[src/rtl/mux_rr_param_if.sv]
// mux_rr_param_if
//   Bundles the channel-side and output-side signals of mux_rr_param.
//   master : the block feeding channels and observing the registered output
//   slave  : the multiplexer itself
// Signals:
//   data_in   [N_CH*WIDTH]  packed channel data, channel i at [i*WIDTH +: WIDTH]
//   valid_in  [N_CH]        per-channel request
//   hold      [1]           downstream stall, freezes all registers
//   data_out  [WIDTH]       registered selected data
//   valid_out [1]           registered valid for data_out
//   sel_out   [SEL_W]       registered index of the source channel
//   grant     [N_CH]        combinational one-hot accept
interface mux_rr_param_if #(
    parameter int WIDTH = 4,
    parameter int N_CH  = 4,
    parameter int SEL_W = 2
);
    logic [N_CH*WIDTH-1:0] data_in;
    logic [N_CH-1:0]       valid_in;
    logic                  hold;
    logic [WIDTH-1:0]      data_out;
    logic                  valid_out;
    logic [SEL_W-1:0]      sel_out;
    logic [N_CH-1:0]       grant;

    modport master (
        output data_in, valid_in, hold,
        input  data_out, valid_out, sel_out, grant
    );

    modport slave (
        input  data_in, valid_in, hold,
        output data_out, valid_out, sel_out, grant
    );
endinterface

[src/rtl/mux_rr_param.sv]
// mux_rr_param
//   Registered N-channel multiplexer. Each cycle one requesting channel is
//   chosen (round-robin when MODE=0, lowest index first when MODE=1), its
//   data is registered with a valid flag and its index, and a one-hot grant
//   tells the chosen source it has been consumed. hold freezes everything.
// Ports:
//   clk      rising-edge clock
//   reset_L  asynchronous active-low reset
//   bus      mux_rr_param_if.slave (data_in, valid_in, hold in;
//            data_out, valid_out, sel_out, grant out)
module mux_rr_param #(
    parameter int WIDTH = 4,
    parameter int N_CH  = 4,
    parameter int SEL_W = 2,
    parameter int MODE  = 0
) (
    input  logic            clk,
    input  logic            reset_L,
    mux_rr_param_if.slave   bus
);

    logic [SEL_W-1:0] ptr;
    logic [WIDTH-1:0] data_p1;
    logic             vld_p1;
    logic [SEL_W-1:0] sel_p1;

    logic             found;
    int               win_i;
    logic [SEL_W-1:0] win_sel;
    logic [SEL_W-1:0] nxt_ptr;
    logic [WIDTH-1:0] win_data;
    logic [N_CH-1:0]  grant_c;

    // Round-robin scan ptr..N_CH-1, 0..ptr-1 is done as two priority
    // searches: the first requester at or above the start point, else the
    // first requester overall (the wrap-around part).
    always_comb begin
        int   start;
        logic found_hi;
        int   hi_i;
        int   lo_i;
        start    = (MODE == 1) ? 0 : int'(ptr);
        found    = 1'b0;
        found_hi = 1'b0;
        hi_i     = 0;
        lo_i     = 0;
        for (int i = 0; i < N_CH; i++) begin
            if (bus.valid_in[i] && !found) begin
                found = 1'b1;
                lo_i  = i;
            end
            if (bus.valid_in[i] && !found_hi && (i >= start)) begin
                found_hi = 1'b1;
                hi_i     = i;
            end
        end
        win_i   = found_hi ? hi_i : lo_i;
        win_sel = SEL_W'(win_i);
        nxt_ptr = (win_i == N_CH - 1) ? '0 : SEL_W'(win_i + 1);
    end

    // Only the winning channel is ever routed to the data register, and
    // only in-range channel slices are touched.
    always_comb begin
        win_data = '0;
        grant_c  = '0;
        for (int i = 0; i < N_CH; i++) begin
            if (i == win_i) begin
                win_data   = bus.data_in[i*WIDTH +: WIDTH];
                grant_c[i] = found & ~bus.hold & reset_L;
            end
        end
    end

    assign bus.grant = grant_c;

    // ---- stage p1: registered output and arbitration pointer ----
    always_ff @(posedge clk or negedge reset_L) begin
        if (!reset_L) begin
            ptr     <= '0;
            data_p1 <= '0;
            vld_p1  <= 1'b0;
            sel_p1  <= '0;
        end else if (!bus.hold) begin
            if (found) begin
                data_p1 <= win_data;
                vld_p1  <= 1'b1;
                sel_p1  <= win_sel;
                if (MODE == 0) begin
                    ptr <= nxt_ptr;
                end
            end else begin
                vld_p1 <= 1'b0;
            end
        end
    end

    assign bus.data_out  = data_p1;
    assign bus.valid_out = vld_p1;
    assign bus.sel_out   = sel_p1;

endmodule

[src/flat_wrapper.sv]
// flat-port wrapper written by rule: the top's interface ports become plain ports
module mux_rr_param_flat 
#(
    parameter int WIDTH = 4,
    parameter int N_CH  = 4,
    parameter int SEL_W = 2,
    parameter int MODE  = 0
)
  (clk, reset_L, bus_data_in, bus_valid_in, bus_hold, bus_data_out, bus_valid_out, bus_sel_out, bus_grant);
  mux_rr_param_if #(.WIDTH(WIDTH), .N_CH(N_CH), .SEL_W(SEL_W)) bus_i ();
  input  logic clk;
  input  logic reset_L;
  input wire logic [$bits(bus_i.data_in)-1:0] bus_data_in;
  input wire logic [$bits(bus_i.valid_in)-1:0] bus_valid_in;
  input wire logic [$bits(bus_i.hold)-1:0] bus_hold;
  output wire logic [$bits(bus_i.data_out)-1:0] bus_data_out;
  output wire logic [$bits(bus_i.valid_out)-1:0] bus_valid_out;
  output wire logic [$bits(bus_i.sel_out)-1:0] bus_sel_out;
  output wire logic [$bits(bus_i.grant)-1:0] bus_grant;
  assign bus_i.data_in = bus_data_in;
  assign bus_i.valid_in = bus_valid_in;
  assign bus_i.hold = bus_hold;
  assign bus_data_out = bus_i.data_out;
  assign bus_valid_out = bus_i.valid_out;
  assign bus_sel_out = bus_i.sel_out;
  assign bus_grant = bus_i.grant;
  mux_rr_param #(.WIDTH(WIDTH), .N_CH(N_CH), .SEL_W(SEL_W), .MODE(MODE)) u_core (.clk(clk), .reset_L(reset_L), .bus(bus_i));
endmodule
[config.mk]
export PLATFORM = sky130hd
export DESIGN_NAME = mux_rr_param_flat
export DESIGN_NICKNAME = d
export VERILOG_FILES = /design/src/rtl/mux_rr_param_if.sv /design/src/rtl/mux_rr_param.sv /design/src/flat_wrapper.sv
export SDC_FILE = /design/constraint.sdc
export NUM_CORES = 1
export LEC_CHECK = 0
export ABC_CLOCK_PERIOD_IN_PS = 3900
export CAP_MARGIN = 10
export CORE_UTILIZATION = 40
export CTS_CLUSTER_DIAMETER = 50
export DETAILED_ROUTE_END_ITERATION = 6
export PLACE_DENSITY = 0.79
export RECOVER_POWER = 100
export SYNTH_ARGS = -nofsm -noshare
export SYNTH_HDL_FRONTEND = slang
export SYNTH_SLANG_ARGS = --single-unit
[constraint.sdc]
create_clock -name clk -period 3.9 [get_ports clk]
set_input_delay 0.39 -clock clk [delete_from_list [all_inputs] [get_ports clk]]
set_output_delay 0.39 -clock clk [all_outputs]
set_load 0.05 [all_outputs]
* Yosys cells after proc, flatten, opt, wreduce, memory -nomap -nowiden
Cells that the tools add are included.
** Cells by class
- $add $sub $neg :: 1
- $mul :: 0
- Div/mod/pow operators :: 0
- Magnitude comparators :: 3
- Equal/unequal tests :: 4
- Shift-type cells :: 0
- Mux-type cells :: 25
- Bitwise logic cells :: 3
- Reduce and logical (&&, ||, !) cells :: 17
** Operators by type and width (number)
- two-way mux 32 bit :: 3
- == test 3 x 32 -> 1 bit (first input constant) :: 2
- == test 2 x 32 -> 1 bit (first input constant) :: 1
- == test 32 x 3 -> 1 bit (second input constant) :: 1
- logical NOT 32 bit :: 1
- two-way mux 4 bit :: 4
- two-way mux 1 bit :: 15
- logical AND 1 bit :: 9
- logical NOT 1 bit :: 6
- two-way mux 2 bit :: 3
- >= comparator 1 x 2 -> 1 bit (first input constant) :: 2
- adder 2 bit (second input constant) :: 1
- AND 1 bit :: 2
- >= comparator 2 bit (first input constant) :: 1
- AND reduction 2 bit :: 1
- NOT 1 bit :: 1
** Storage, ports and cells
- Register bits :: 9
- Bits in latches :: 0
- RAM bits :: 0
- Bits in read-only memories :: 0
- Bits of input ports :: 23
- Output and inout port bits :: 11
- Logic and storage cells :: 57
- Memories :: 0

* Logic depth before layout (Yosys ltp)
- Depth after elaboration :: 20
- Depth in mapped cells :: 8

* Worst setup path before layout
OpenSTA, ideal clock, no wires.
- Path type :: reg2out
- From :: reg u_core.ptr[1]
- To :: out bus_grant[3]
- Arrival time :: 1807 ps
- Data required time :: 3510 ps
- Slack :: 1703 ps
- Cell stages (with the launch flop) :: 7
- Path buffers :: 1
- Cell sequence :: dfrtp_1 and3b_1 o21a_1 nor3_1 ha_1 buf_1 and3_2
** RTL lines
- from (decl) :: line mux_rr_param.sv:22 : logic [SEL_W-1:0] ptr;
- from (signal assigned) :: line mux_rr_param.sv:90 : ptr <= nxt_ptr;
- to (decl) :: line flat_wrapper.sv:19 : output wire logic [$bits(bus_i.grant)-1:0] bus_grant;

==> impl_metrics.csv <==
group,metric,value,unit
power_and_ir_drop,power_density,526,nW/um^2
floorplanning,fp.dieArea,1900,um^2
timing,fin_crit,3610,ps
routing,drt_wl_total,1.73,mm
setup_path,cp_max_fo,9,
power_and_ir_drop,p_int,0.000305,W
cts,clk_latency,260,ps
finish,fillers,134,
yosys,synth_top_area_share,32.5,%
cts,numCtsBuffers,3,
setup_path,r2r_end,"u_core.bus.data_out[3]",
timing,setup-violations-final,0,
yosys,yosysSeqAreaShare,32.5,%
yosys,async_flop_share,100,%
global_routing,antenna_found_initial,0,
setup_path,crit_start,"bus_valid_in[3]",
setup_path,crit_path_end_kind,"output port",
cts,hold_buffers,0,
cts,post_cts_buffers,0,
setup_path,max_stage_delay,870,ps
routing,drt_iter0_markers,8,
power_and_ir_drop,p_sw_share,45.1,%
power_and_ir_drop,p_sw,0.000251,W
run,maxCapViolations,0,
timing,setup_tns,0,ps
cts,cts_sinks,9,
placed_design,place.gp.congestion,0.800,
power_and_ir_drop,pwr-share-seq,26.5,%
global_routing,grtUsageTotal,19.5,%
power_and_ir_drop,p_clk_share,13.5,%
timing,hold_viol,0,
finish,utilization,67.8,%
cts,cts_resized,0,
placed_design,portBuffers,33,
finish,drive_gt1_share,11.4,%
yosys,ys_ff_latch,9,
setup_path,crit_family,"buffers and inverters",
global_routing,overflow,0,
power_and_ir_drop,leakagePower,0.465,nW
yosys,synth.area.top_cells,"dfrtp_1 32%, ha_1 7.2%, a221o_1 5.8%",
setup_path,rr_startpoint,"u_core.ptr[1]",
floorplanning,fp-row-count,14,
routing,firstDrtPassIters,6,
setup_path,crit_buf_inv,2,
setup_path,worst-setup-path-type,"primary input to output port",
yosys,syn_nets,98,
floorplanning,die_width,43.6,um
cts,root_buffer,"clkbuf_4",
status,violations,"DRC",
global_routing,grt_pass1_wl,2.68,mm
power_and_ir_drop,ir_drop,292,uV
yosys,syn_inst,71,
setup_path,cp.depth,7,
timing,maxSlewViolCount,0,
timing,max_freq,0.277,GHz
status,status,"finished, violations left",
power_and_ir_drop,finalPower,0.000556,W
routing,ant_nets,0,
yosys,ys.flop_type,"dfrtp_1",
yosys,synth_edf_count,0,
yosys,syn_area,693,um^2
routing,route.detailed.drc,5,
timing,worstMarginPinSlew,549,ps
cts,clock_path_buffers,2,
min_path,hp-class,"register to register",
setup_path,r2r_slack,1640,ps
power_and_ir_drop,combPwrFrac,60.0,%
setup_path,startpoint_type,"primary input",
setup_path,worstPathArrival,3220,ps
setup_path,crit_path_top_delay_cell,"dlygate4sd3_1",
timing,setup_ws,285,ps
yosys,synth_warnings,0,
yosys,synth.distinct_cells,32,
routing,vias,686,
routing,avgViaCountPerCell,5.67,
floorplanning,core,1560,um^2
routing,wl_per_cell,14.3,um
timing,rsz0062_at_grt,"no",
global_routing,grt_max_degree,14,
floorplanning,pin_count,34,
timing,finClkSkew,1.09,ps
cts,h-tree-depth,1,
floorplanning,die_h,43.6,um
yosys,avgSynthCellArea,9.76,um^2
timing,timing.slew.headroom,63.1,%
setup_path,crit_top_cell,"dlygate4sd3_1",
timing,fin_crit_sh,92.7,%
finish,nNetsFinal,133,
setup_path,worstPathRequired,3510,ps
placed_design,pre_cts_slack,448,ps
finish,n_antenna_cell,0,
cts,cts_tree,"built",
yosys,yosysTopAreaCell,"dfrtp_1",
global_routing,first_global_vias,616,
setup_path,reg2regPathDepth,7,
cts,path_clk_slew,60,ps
setup_path,endpoint,"bus_grant[3]",
setup_path,cp_cell_sequence,"dlygate4sd3_1 -> and3b_1 -> o21a_1 -> nor3_1 -> ha_1 -> and3_2 -> dlygate4sd3_1",
finish,area_delta_synth_final,52.5,%
placed_design,place_hpwl,1.30,mm
floorplanning,initial_core_util,44.5,%
metal layers:
layer	wire [um]	global-route usage, %	vias to the layer above
li1	-	-	342
met1	807	25.7	308
met2	727	30.4	34
met3	184	5.00	2
met4	10	7.50	0
met5	0	0	-
state kept, by name, summed over array words and instances (netlist names):
| signal | cells |
|---|---|
| u_core.bus.sel_out | 2 |
| u_core.bus.valid_out | 1 |
| u_core.bus.data_out | 4 |
| u_core.ptr | 2 |
metrics by stage:
step                std cells  instance area [um^2]  hold slack [ps]
floorplan                  71                   693             94.4
global placement          117                  1030              470
detailed placement        117                  1030              487
CTS                       121                  1060              477
global route              121                  1060              524
finish                    121                  1060              498
area by class of cell:
class | instances | area, um^2 | share of cell area, %
Multi-Input combinational cell | 54 | 437 | 41.3
Timing Repair Buffer | 33 | 330 | 31.2
Sequential cell | 9 | 225 | 21.3
Clock buffer | 4 | 26.3 | 2.49
Tap cell | 16 | 20.0 | 1.89
Inverter | 5 | 18.8 | 1.78
how the worst min path moves through the flow:
stage	startpoint	endpoint	slack [ps]	depth (start not counted)
final	u_core.bus.sel_out[0]	u_core.bus.sel_out[0]	500	1
after global routing	u_core.bus.valid_out	u_core.bus.valid_out	520	2
after CTS	reset_L	u_core.bus.sel_out[1]	480	1
after detailed placement	u_core.bus.sel_out[0]	u_core.bus.sel_out[0]	490	1
after global placement	u_core.bus.valid_out	u_core.bus.valid_out	470	2
after floorplan	reset_L	u_core.bus.data_out[0]	90	0
cell usage in the layout, fill, tap and decap left out, drive strengths merged, types with 2 or more instances in the layout:
| master | count |
|---|---|
| clkdlybuf4s50 | 19 |
| dlygate4sd3 | 14 |
| dfrtp | 9 |
| inv | 5 |
| a211oi | 5 |
| and3 | 5 |
| nand3b | 4 |
| a21oi | 4 |
| a221o | 4 |
| a2bb2oi | 4 |
| ha | 4 |
| clkbuf | 4 |
| nand2 | 3 |
| nor2 | 3 |
| nand2b | 2 |
| nand3 | 2 |
cell families after synthesis:
group,count (synthesis),synth area share [%]
AO/OA/AOI/OAI,24,28.2
adder cells (fa/ha/maj),4,7.22
buffers and inverters,8,4.51
flip-flops,9,32.5
multiplexers,2,3.61
AND/OR/NAND/NOR,24,24.0
cell usage after synthesis, types with 2 or more instances:
cell and number:
a2bb2oi_1 4, nand3_1 2, ha_1 4, a211oi_1 5, nand2b_1 2, dfrtp_1 9
a21oi_1 4, a221o_1 4, and3_2 4, nand2_1 3, inv_1 5, nor2_1 2
nand3b_1 4
power groups by stage:
| stage | clock network [W] | logic, W | registers [W] |
|---|---|---|---|
| final | 0.0000748 | 0.000334 | 0.000148 |
| after global routing | 0.0000820 | 0.000357 | 0.000152 |
| after CTS | 0.0000799 | 0.000344 | 0.000148 |
| after detailed placement | 0 | 0.000343 | 0.000150 |
| after global placement | 0 | 0.000340 | 0.000149 |
| after floorplan | 0 | 0.000160 | 0.000225 |
worst register-to-register path: cells and delay by family (launching register included):
| kind | cells | cell delay (ps) |
|---|---|---|
| compound gates | 3 | 680 |
| fa+ha+maj | 1 | 280 |
| flops | 1 | 440 |
| simple gates | 3 | 780 |
Note: power is estimated with default switching activity, not from simulation.
==> edit 1: new RTL, same flow settings <==
`MODE` is set to 0 in 2 places; all go to 1. Comments in the files are not updated.
--- a/src/rtl/mux_rr_param.sv
+++ b/src/rtl/mux_rr_param.sv
@@ -12,7 +12,7 @@
     parameter int WIDTH = 4,
     parameter int N_CH  = 4,
     parameter int SEL_W = 2,
-    parameter int MODE  = 0
+    parameter int MODE  = 1
 ) (
     input  logic            clk,
     input  logic            reset_L,
--- a/src/flat_wrapper.sv
+++ b/src/flat_wrapper.sv
@@ -4,7 +4,7 @@
     parameter int WIDTH = 4,
     parameter int N_CH  = 4,
     parameter int SEL_W = 2,
-    parameter int MODE  = 0
+    parameter int MODE  = 1
 )
   (clk, reset_L, bus_data_in, bus_valid_in, bus_hold, bus_data_out, bus_valid_out, bus_sel_out, bus_grant);
   mux_rr_param_if #(.WIDTH(WIDTH), .N_CH(N_CH), .SEL_W(SEL_W)) bus_i ();
Function: changed (a bounded check fails within 4 cycles, from zero or initial values and one cycle with reset_L low).
==> edit 1 against the unedited design <==
Register-to-register slack improved by 1.5 ns; sequential cell count shrank 2; fmax grew 21%; worst setup slack improved by 0.62 ns; wire length is 16% lower; hold slack lost 0.019 ns; synthesized area decreased by 24%; design area shrank 20%; largest cell class is now non-clock buffers; highest routed layer unchanged.
Power is not compared: it rests on default switching activity, and its combinational part moved more than twofold at a synthesized area within 25%.
==> edit 1: results (changes against the unedited design) <==
outcome:
  status: "finished clean"
layout:
  area_delta_synth_final_pct: 59.86
  multi_input_area_share: 0.3343  # -0.07870
  seq_area_frac: 0.2080  # -0.004995
  n_all_inverters: 3  # -2
  buffer_area_frac: 0.3923  # +0.07985
  clkCellAreaFrac: 0.03120  # +0.006351
  seq_cell_count: 7  # -2
  drive_gt1_frac: 0.07447  # -0.03982
yosys:
  yosysSeqAreaShare: 0.3325  # +0.007632
  synth_common_cells: "nor2_1, a21oi_1, dfrtp_1, nand2_1"
  postSynthCellCount: 62  # -13%
  synthDistinctLibCells: 24  # -25%
  synth.net_count: 85  # -13%
timing:
  final.setup_skew_ns: 0  # -0.001092 ns
  period_share: 0.7679  # -0.1589
  holdWs_ns: 0.4785  # -0.01925 ns
placed_design:
  placed_cell_area_um2: 823.3  # -20%
  hpwl_um: 1112  # -14%
  dp_slack_ns: 1.065  # +0.6166 ns
  gp_congestion: 0.7392  # -7.5%
grt:
  gr-usage-all-layers: 0.2423  # +0.04770
  grt_pass1_vias: 541  # -12%
  grt_pass1_wl_um: 2428  # -9.3%
  grtUsageMet3: 0.05233  # +0.002326
  met1_usage: 0.3297  # +0.07245
  met2_usage: 0.3898  # +0.08535
route:
  first_iter_violations: 7  # -1
  num_vias: 588  # -14%
  finalWirelength_um: 1449  # -16%
worst_setup_path:
  arrival_ns: 2.60  # -0.62 ns
  r2r_cells: 2  # -5
  startpoint: "bus_valid_in[2]"
  rrSetupSlack_ns: 3.14  # +1.50 ns
  r2r-end: "u_core.bus.sel_out[0]$_DFFE_PN0N_"
  cp_max_fo: 10  # +1
  worstReg2RegStart: "u_core.bus.sel_out[0]$_DFFE_PN0N_"
edit 1: cell count changes after synthesis, sizes merged, moves of 4 or more:
cell / delta
a221o: -4
nand3b: -4
ha: -4
o31ai: +4
nor2: +5
a22o: +4
a2bb2oi: -4
edit 1: logic make-up (layout without fill, tap and decap cells):
logic type      after synthesis  in the layout  synth area share
compound gates               25             25            0.3206
flops                         7              7            0.3325
simple gates                 22             22            0.2281
buf+inv                       8             40            0.1188
edit 1: layer usage:
metal,vias to the layer above,share of wire
met1,274,0.44
li1,287,-
met5,-,0
met2,25,0.50
met4,0,0.0028
met3,2,0.051
edit 1: power by group:
group          switching (mW)  total, mW  internal (mW)  leakage (nW)
Sequential            0.00460     0.0854         0.0808        0.0851
Clock                  0.0286     0.0678         0.0392        0.0150
Combinational          0.0609      0.104         0.0433         0.270
edit 1: critical path, stage by stage:
cell	delay, ns
dlygate4sd3_1	0.69
nor2b_1	0.40
and3_2	0.25
dlygate4sd3_1	0.86
==> edit 2: new RTL, same flow settings <==
Without the edit above. Make the reset (`reset_L`) synchronous in one clocked block. Comments in the files are not updated.
--- a/src/rtl/mux_rr_param.sv
+++ b/src/rtl/mux_rr_param.sv
@@ -75,7 +75,7 @@
     assign bus.grant = grant_c;
 
     // ---- stage p1: registered output and arbitration pointer ----
-    always_ff @(posedge clk or negedge reset_L) begin
+    always_ff @(posedge clk) begin
         if (!reset_L) begin
             ptr     <= '0;
             data_p1 <= '0;
Formal check against the unedited RTL: differs if reset_L is asserted again (counterexample within 4 cycles, from zero or initial values and one cycle with reset_L low); with reset_L held inactive, the same outputs for 10 cycles.
==> edit 2 against the unedited design <==
Synthesized area fell by 12%; design area is 9.8% lower; global-route usage is 0.92 points higher; sequential share of layout area shrank 2.4 points; sequential cell count is the same; die area shrank 11%; worst setup slack gained 0.14 ns; wire length is 3.5% lower; count of clock-buffer cells in the layout unchanged; critical path depth is the same; critical endpoint unchanged; highest routed layer unchanged.
Power is not compared: it rests on default switching activity, and its combinational part moved more than twofold at a synthesized area within 25%.
==> edit 2: results (changes against the unedited design) <==
outcome:
  status: "finished clean"
layout:
  clkCellAreaFrac: 0.02756  # +0.002707
  drive_gt1_frac: 0.03448  # -0.07980
  multi_input_area_um2: 367.9  # -16%
  multi_input_cells: 62  # +15%
  nFillCells: 119  # -11%
  largest_reg_flops: 4  # unchanged
  buffer_area_frac: 0.3465  # +0.03403
  n_all_inverters: 8  # +3
  fin_nets: 144  # +8.3%
  seq_area_frac: 0.1890  # -0.02404
worst_hold_path:
  hp-class: "flip-flop to flip-flop"
  min_path_cells: 2  # +1
  hold_end: "u_core.bus.valid_out$_SDFFE_PN0N_"
  hp-start: "u_core.bus.valid_out$_SDFFE_PN0N_"
route:
  ant_nets: 0  # unchanged
  firstDrtPassIters: 4  # -2
  first_iter_violations: 6  # -2
  finalWirelength_um: 1671  # -3.5%
  num_vias: 702  # +2.3%
placed_design:
  hpwl_um: 1245  # -4.1%
  gp_congestion: 0.7881  # -1.4%
  dp_slack_ns: 0.5862  # +0.1380 ns
  placed_cell_area_um2: 933.4  # -9.5%
worst_setup_path:
  r2r_cells: 9  # +2
  worstReg2RegStart: "u_core.ptr[1]$_SDFFE_PN0P_"
  arrival_ns: 3.08  # -0.14 ns
  r2r-end: "u_core.bus.data_out[2]$_SDFFE_PN0P_"
  cp_max_fo: 9  # unchanged
  rrSetupSlack_ns: 1.62  # -0.02 ns
timing:
  maxSlewHeadroom: 0.4535  # -0.1777
  holdWs_ns: 0.4592  # -0.03854 ns
  final.setup_skew_ns: 0.01249  # +0.01140 ns
  setup_slack_ns: 0.4276  # +0.1421 ns
yosys:
  ys_warn_count: 0  # unchanged
  synth-compound-area-share: 0.3395  # +0.05788
  yosysSeqAreaShare: 0.2945  # -0.03043
  yosys.area_share.adder: 0.08180  # +0.009597
  synth_area_leaders: "dfxtp_1, a21oi_1, ha_1"
  synthDistinctLibCells: 23  # -28%
  synth.net_count: 112  # +14%
  synth_common_cells: "a21oi_1, o21ai_0, dfxtp_1, inv_1, nand2_1"
  synthArstFlopShare: 0  # -1.000
grt:
  grt_pass1_wl_um: 2249  # -16%
  gr-usage-all-layers: 0.2038  # +0.009194
  grt_pass1_vias: 534  # -13%
  grt_max_degree: 16  # +2
cts:
  cts.clk_slew.worst_paths_ns: 0.05
die:
  die-area_mm2: 0.001690  # -11%
==> edit 2: worst max-delay path by stage <==
stage / startpoint / to / cells after the start
floorplan: u_core.ptr[1]$_SDFFE_PN0P_ / bus_grant[3] / 6
global placement: bus_valid_in[2] / bus_grant[3] / 7
detailed placement: bus_valid_in[0] / bus_grant[3] / 7
CTS: bus_valid_in[0] / bus_grant[3] / 7
global route: bus_valid_in[0] / bus_grant[3] / 7
finish: bus_valid_in[0] / bus_grant[3] / 7
==> edit 2: metrics by stage <==
stage / total power, mW / util / cells
after CTS: 0.3154 / 0.7024 / 131
after global routing: 0.3284 / 0.6978 / 131
final: 0.3100 / 0.6978 / 131
after detailed placement: 0.2436 / 0.6832 / 127
after floorplan: 0.1919 / - / 85
after global placement: 0.2416 / 0.6832 / 127
==> edit 2: routing by layer <==
metal	vias up	share of wire	track usage	routed length (um)
li1	363	-	-	-
met3	2	0.065	0.01630	108
met1	310	0.46	0.2590	772
met5	-	0	0	0
met4	0	0.0084	0.09677	14
met2	27	0.46	0.3438	775
